<file path="src/rtl/hog_cell_feeder.sv">
// hog_cell_feeder: producer end of the HOG cell-fetch interface.
//   Gathers one bordered cell (corners skipped) pixel by pixel, packs it into a
//   single PIX_W*PIX_N word, buffers up to DEPTH cells and hands the oldest
//   one to the fetch unit on each request pulse with a one-cycle ready strobe.
// Ports:
//   clk      clock, rising edge
//   rst      synchronous reset, active-low
//   s_valid  upstream pixel valid
//   s_ready  upstream pixel ready (beat transfers on s_valid & s_ready)
//   s_data   pixel, row-major over the window with the 4 corners skipped
//   s_last   last pixel of a cell
//   request  single-cycle fetch request
//   ready    one-cycle strobe, o_data valid in that cycle
//   o_data   packed cell, pixel k at [k*PIX_W +: PIX_W]
//   count    cells stored in the FIFO
//   err      one-cycle framing-error pulse
module hog_cell_feeder #(
  parameter  int unsigned PIX_W  = 8,
  parameter  int unsigned CELL_S = 10,
  parameter  int unsigned DEPTH  = 4,
  localparam int unsigned PIX_N  = CELL_S * CELL_S - 4,
  localparam int unsigned OUT_W  = PIX_W * PIX_N,
  localparam int unsigned CNT_W  = $clog2(DEPTH + 1)
) (
  input  logic             clk,
  input  logic             rst,
  input  logic             s_valid,
  output logic             s_ready,
  input  logic [PIX_W-1:0] s_data,
  input  logic             s_last,
  input  logic             request,
  output logic             ready,
  output logic [OUT_W-1:0] o_data,
  output logic [CNT_W-1:0] count,
  output logic             err
);

  localparam int unsigned IDX_W = $clog2(PIX_N);
  localparam int unsigned PTR_W = $clog2(DEPTH);

  typedef enum logic [1:0] {
    IDLE = 2'd0,
    PEND = 2'd1,
    SEND = 2'd2
  } state_e;

  state_e           state_q, state_d;
  logic [IDX_W-1:0] idx_q, idx_d;
  logic [PTR_W-1:0] wr_ptr_q, wr_ptr_d;
  logic [PTR_W-1:0] rd_ptr_q, rd_ptr_d;
  logic [CNT_W-1:0] count_q, count_d;
  logic [OUT_W-1:0] o_data_q, o_data_d;
  logic             ready_q, ready_d;
  logic             err_q, err_d;

  // Slots for every pixel but the final one; the final pixel goes straight
  // into the pushed word so the cell is available the cycle it completes.
  logic [PIX_W-1:0] slot_q [PIX_N-1];
  logic [OUT_W-1:0] mem_q  [DEPTH];

  logic             at_last_c;
  logic             fire_c;
  logic             push_c;
  logic             frame_err_c;
  logic             slot_we_c;
  logic             pop_c;
  logic             empty_c;
  logic [OUT_W-1:0] cell_c;

  // Beat classification
  assign at_last_c   = (idx_q == IDX_W'(PIX_N - 1));
  // Only the closing beat needs FIFO space; earlier beats just fill slots.
  assign s_ready     = !(at_last_c && (count_q == CNT_W'(DEPTH)));
  assign fire_c      = s_valid & s_ready;
  assign push_c      = fire_c & at_last_c & s_last;
  assign frame_err_c = fire_c & (s_last != at_last_c);
  assign slot_we_c   = fire_c & !at_last_c & !s_last;
  assign empty_c     = (count_q == '0);

  // Packed cell: stored slots plus the beat currently on s_data
  always_comb begin
    cell_c = '0;
    for (int k = 0; k < int'(PIX_N) - 1; k++) begin
      cell_c[k*PIX_W +: PIX_W] = slot_q[k];
    end
    cell_c[OUT_W-1 -: PIX_W] = s_data;
  end

  // Pixel index and framing error
  always_comb begin
    idx_d = idx_q;
    err_d = frame_err_c;
    if (push_c || frame_err_c) begin
      idx_d = '0;
    end else if (fire_c) begin
      idx_d = idx_q + IDX_W'(1);
    end
  end

  // Slot storage (data path only, no reset needed)
  always_ff @(posedge clk) begin
    if (slot_we_c) begin
      slot_q[idx_q] <= s_data;
    end
  end

  // FIFO storage
  always_ff @(posedge clk) begin
    if (push_c) begin
      mem_q[wr_ptr_q] <= cell_c;
    end
  end

  // FIFO pointers and occupancy; pointers wrap since DEPTH is a power of 2
  always_comb begin
    wr_ptr_d = wr_ptr_q;
    rd_ptr_d = rd_ptr_q;
    if (push_c) begin
      wr_ptr_d = wr_ptr_q + PTR_W'(1);
    end
    if (pop_c) begin
      rd_ptr_d = rd_ptr_q + PTR_W'(1);
    end
    count_d = count_q + CNT_W'(push_c) - CNT_W'(pop_c);
  end

  // Output FSM: next state, pop and output data
  always_comb begin
    state_d  = state_q;
    pop_c    = 1'b0;
    o_data_d = o_data_q;
    unique case (state_q)
      IDLE: begin
        if (request) begin
          if (!empty_c) begin
            state_d = SEND;
            pop_c   = 1'b1;
          end else begin
            state_d = PEND;
          end
        end
      end
      PEND: begin
        // Extra requests here are dropped, not queued.
        if (!empty_c) begin
          state_d = SEND;
          pop_c   = 1'b1;
        end
      end
      SEND: begin
        if (request && !empty_c) begin
          state_d = SEND;
          pop_c   = 1'b1;
        end else if (request) begin
          state_d = PEND;
        end else begin
          state_d = IDLE;
        end
      end
      default: begin
        state_d = IDLE;
      end
    endcase
    if (pop_c) begin
      o_data_d = mem_q[rd_ptr_q];
    end
    ready_d = (state_d == SEND);
  end

  // Control registers
  always_ff @(posedge clk) begin
    if (!rst) begin
      state_q  <= IDLE;
      idx_q    <= '0;
      wr_ptr_q <= '0;
      rd_ptr_q <= '0;
      count_q  <= '0;
      o_data_q <= '0;
      ready_q  <= 1'b0;
      err_q    <= 1'b0;
    end else begin
      state_q  <= state_d;
      idx_q    <= idx_d;
      wr_ptr_q <= wr_ptr_d;
      rd_ptr_q <= rd_ptr_d;
      count_q  <= count_d;
      o_data_q <= o_data_d;
      ready_q  <= ready_d;
      err_q    <= err_d;
    end
  end

  assign ready  = ready_q;
  assign o_data = o_data_q;
  assign count  = count_q;
  assign err    = err_q;

endmodule
</file>
<file path="config.mk">
export PLATFORM = sky130hd
export DESIGN_NAME = hog_cell_feeder
export DESIGN_NICKNAME = d
export VERILOG_FILES = /design/src/rtl/hog_cell_feeder.sv
export SDC_FILE = /design/constraint.sdc
export NUM_CORES = 2
export LEC_CHECK = 0
export CAP_MARGIN = 20
export CORE_MARGIN = 3
export CORE_UTILIZATION = 65
export CTS_BUF_LIST = sky130_fd_sc_hd__clkbuf_8
export DETAILED_ROUTE_END_ITERATION = 7
export PLACE_DENSITY = 0.85
export SETUP_SLACK_MARGIN = 0.3
export SLEW_MARGIN = 20
export SYNTH_ARGS = -nofsm -noshare
export SYNTH_HDL_FRONTEND = slang
export SYNTH_SLANG_ARGS = --single-unit
export TNS_END_PERCENT = 20
</file>
<file path="constraint.sdc">
create_clock -name clk -period 68.7 [get_ports clk]
set_clock_uncertainty 0.1 [all_clocks]
set_input_delay 10.305 -clock clk [delete_from_list [all_inputs] [get_ports clk]]
set_output_delay 10.305 -clock clk [all_outputs]
set_load 0.01 [all_outputs]
</file>
==> results.md <==
* Outcome: complete, no violations
* Drt first pass iters at 6
* Vias per cell at about 6.3
* Total CTS buffers at 684
* Initial antenna violation count at 11
* Most frequent cell after synthesis: edfxtp_1
* Worst min-delay path class: reg2reg
* Final worst path period need at 15720 ps
* CP arrival at 16320 ps
* Die height at between 500 and 600 µm
* RR Endpoint: mem_q[2][249]
* Area Overhead vs Synth at 14.5%
* Layout cells sized above 1 at 17.2%
* GRT Resource Usage Total at 31.4%
* Via Count at 84600
* Die area at 254000 µm²
* R2R cell count at 8
* DRT antenna net count at 0
* R2R setup slack at 61690 ps
* Syn nets at 8362
* H-Tree Depth at 6
* Post-route setup TNS at 0 ps
* Clk sinks at 4618
* CTS tree: done
* Prevailing post-synth register cell: edfxtp_1
* Post-synth cell types at 39
* Sequential area share after synthesis at between 80% and 90%
* Crit path capture: mem_q[2][249]
* RSZ-0062 raised after global routing: false
* Synthesized area per cell at 19.3 µm²
* Int Pwr at approximately 4.7 mW
* Clock latency at the later pin of the worst-skew pair at 1140 ps
* FILL cells at 11900
* DRC violations left at 0
* Delay-heaviest family, CP: buffers and inverters
* Row cnt at 182
* HPWL after DPL at 222 mm
* First-pass GRT wire length at 575 mm
* Drt total wl at 398 mm
* CTS Hold Bufs at 0
* Seq pwr share at between 50% and 60%
* Die Wd at between 500 and 600 µm
* Net Sw Frac at 27.8%
* Postcts setup bufs at 0
* Synthesized instance count at 8341
* Crit path required time at 69300 ps
* Crit end category: flop
* DRT iter0 DRCs at 12100
* FMAX at 63.6 MHz
* Area contributors post-synth: edfxtp_1 (71%), mux4_2 (11%), dfxtp_1 (9.8%), nand2_1 (3.6%), a21oi_1 (2.4%)
* Number of placed I/O pins at 787
* Max_slew headroom at 6.01%
* Met3 global-route usage at 6.14%
* GR peak layer: met2
* Placed inst area at 172000 µm²
* Combinational power share at 18.4%
* Slew Viols, Final at 0
* Crit start category: primary input
* MaxCap Viol Count at 0
* Ys async rst share at 0%
* Final Hold Vio Count at 0
* Yosys warning count at 0
* Clk slew on worst S/H paths at about 80 ps
* Cell accounting for the most synthesized area: edfxtp_1
* Core box area at between 200000 and 250000 µm²
* Post-synth EDFFs at ~3800
* Port bufs at ~790
* CP startpoint: s_valid
* Period utilisation layout at a little under a quarter
* Worst path slowest cell: buf_4
* Power consumption at between 6 and 7 mW
* Initial Util at 65.4%
* Largest net degree at the start of global routing at 209
* Max Buffers Root-to-Sink at 4
* Clock Power Share at 31.4%
* Met2 Track Usage GR at 50.9%
* Grt ovf at 0
* Final #Nets at 9500
* Setup Viol. Count Final at 0
* PostCTS Resize Cnt at 0
* M1 GR Usage at 40.7%
* Synth Cell Area at between 150000 and 200000 µm²
* Final Cell Area at 184000 µm²
* WP depth at 8
* R2r startpoint: idx_q[0]
* Vias in the first global route at 86000
* Leakage power at 58.7 nW
* GPL Wtd Cong at 0.797
* FF+latch count, synth at around 4600
* NetSw at 1.79 mW
* DR WL/cell at a little under 30 µm
* Yosys top cell area share at 71.5%
* CP Max Fanout at 73
* Core Util, Final at 74.9%
* Root buffer cell: clkbuf_8
* CP max stage delay at roughly 960 ps
* Worst slew pin tran at 1410 ps
* Critical-path cell list: clkdlybuf4s50_1 -> nand2_1 -> nor4_4 -> and2_4 -> buf_4 -> buf_4 -> buf_4 -> buf_4
* Hold Slack at 344 ps
* Synth cell count leaders: edfxtp_1 (3832), nand2_1 (1555), dfxtp_1 (786)
* Power per Cell Area at 35.0 nW/µm²
* Min-delay src: slot_q[46][0]
* Worst Setup Path Type: in2reg
* Cell mode on critical path: buf_4
* Worst path bufs/invs at 5
* Peak supply drop at 0.0302 mV
## power by group through the flow
stage          sequential [mW]  combinational (mW)  clock, mW
2_1_floorplan             3.32               0.599          0
3_5_place_dp              3.29                1.15          0
4_1_cts                   3.24                1.18       2.04
5_1_grt                   3.25                1.25       2.16
3_3_place_gp              3.29                1.13          0
6_report                  3.24                1.18       2.02
## cell type report
type / instances / area [µm²] / share of cell area (%)
Antenna cell: 5 / 12.5 / 0.00679
Tap cell: 3312 / 4140 / 2.25
Multi-Input combinational cell: 3271 / 28000 / 15.2
Clock inverter: 488 / 2230 / 1.21
Sequential cell: 4618 / 131000 / 71.0
Clock buffer: 733 / 10100 / 5.47
Timing Repair Buffer: 893 / 8970 / 4.87
Inverter: 11 / 65.1 / 0.0353
## placed cells by master, fill, tap and decap left out, types with 8 or more instances in the layout
| cell | Yosys | final |
|---|---|---|
| nand3_1 | 10 | 8 |
| nor2_1 | 112 | 111 |
| inv_8 | 0 | 9 |
| dfxtp_1 | 786 | 784 |
| edfxtp_1 | 3832 | 3832 |
| inv_1 | 9 | 283 |
| a21oi_1 | 775 | 775 |
| buf_4 | 50 | 89 |
| clkdlybuf4s50_1 | 0 | 778 |
| clkinv_2 | 1 | 44 |
| clkinv_1 | 1 | 131 |
| nand2_1 | 1555 | 1549 |
| buf_12 | 0 | 14 |
| clkbuf_8 | 0 | 733 |
| inv_6 | 0 | 13 |
| mux4_2 | 768 | 768 |
## routing by layer
layer	wire length, µm	share of wire (%)
met1	133000	33
met2	200000	50
met3	41000	10
met4	23900	6.0
met5	0	0
## sequential cells by signal, summed over array words and instances, names as in the netlist
signal / count
mem_q: 3072
o_data: 768
slot_q: 760
idx_q: 7
count: 3
rd_ptr_q: 2
state_q: 2
wr_ptr_q: 2
err: 1
ready: 1
## worst min path at each step
stage	to	depth (start not counted)
2_1_floorplan	mem_q[0][0]	0
3_3_place_gp	o_data[131]	2
3_5_place_dp	o_data[46]	2
4_1_cts	mem_q[2][368]	0
5_1_grt	mem_q[2][393]	0
6_report	mem_q[2][368]	0
## kinds of logic (layout without fill, tap and decap cells)
| group | after synthesis | count (layout) | synth area share [%] |
|---|---|---|---|
| other | 0 | 5 | 0 |
| adders and majority gates | 8 | 8 | 0.0668 |
| buffers and inverters | 452 | 2125 | 1.39 |
| muxes | 770 | 770 | 10.8 |
| DFF | 4618 | 4618 | 81.3 |
| xor gates and xnor gates | 5 | 5 | 0.0272 |
| and+or+nand+nor | 1706 | 1706 | 4.05 |
| AOI/OAI and AO/OA | 782 | 782 | 2.45 |
## through the flow
| step | worst slack (ps) | cells |
|---|---|---|
| floorplan | 39390 | 8341 |
| global placement | 51980 | 12100 |
| detailed placement | 51840 | 12100 |
| CTS | 53060 | 13300 |
| global route | 52740 | 13300 |
| finish | 52980 | 13300 |
No activity file was read; power rests on OpenSTA's default activity.
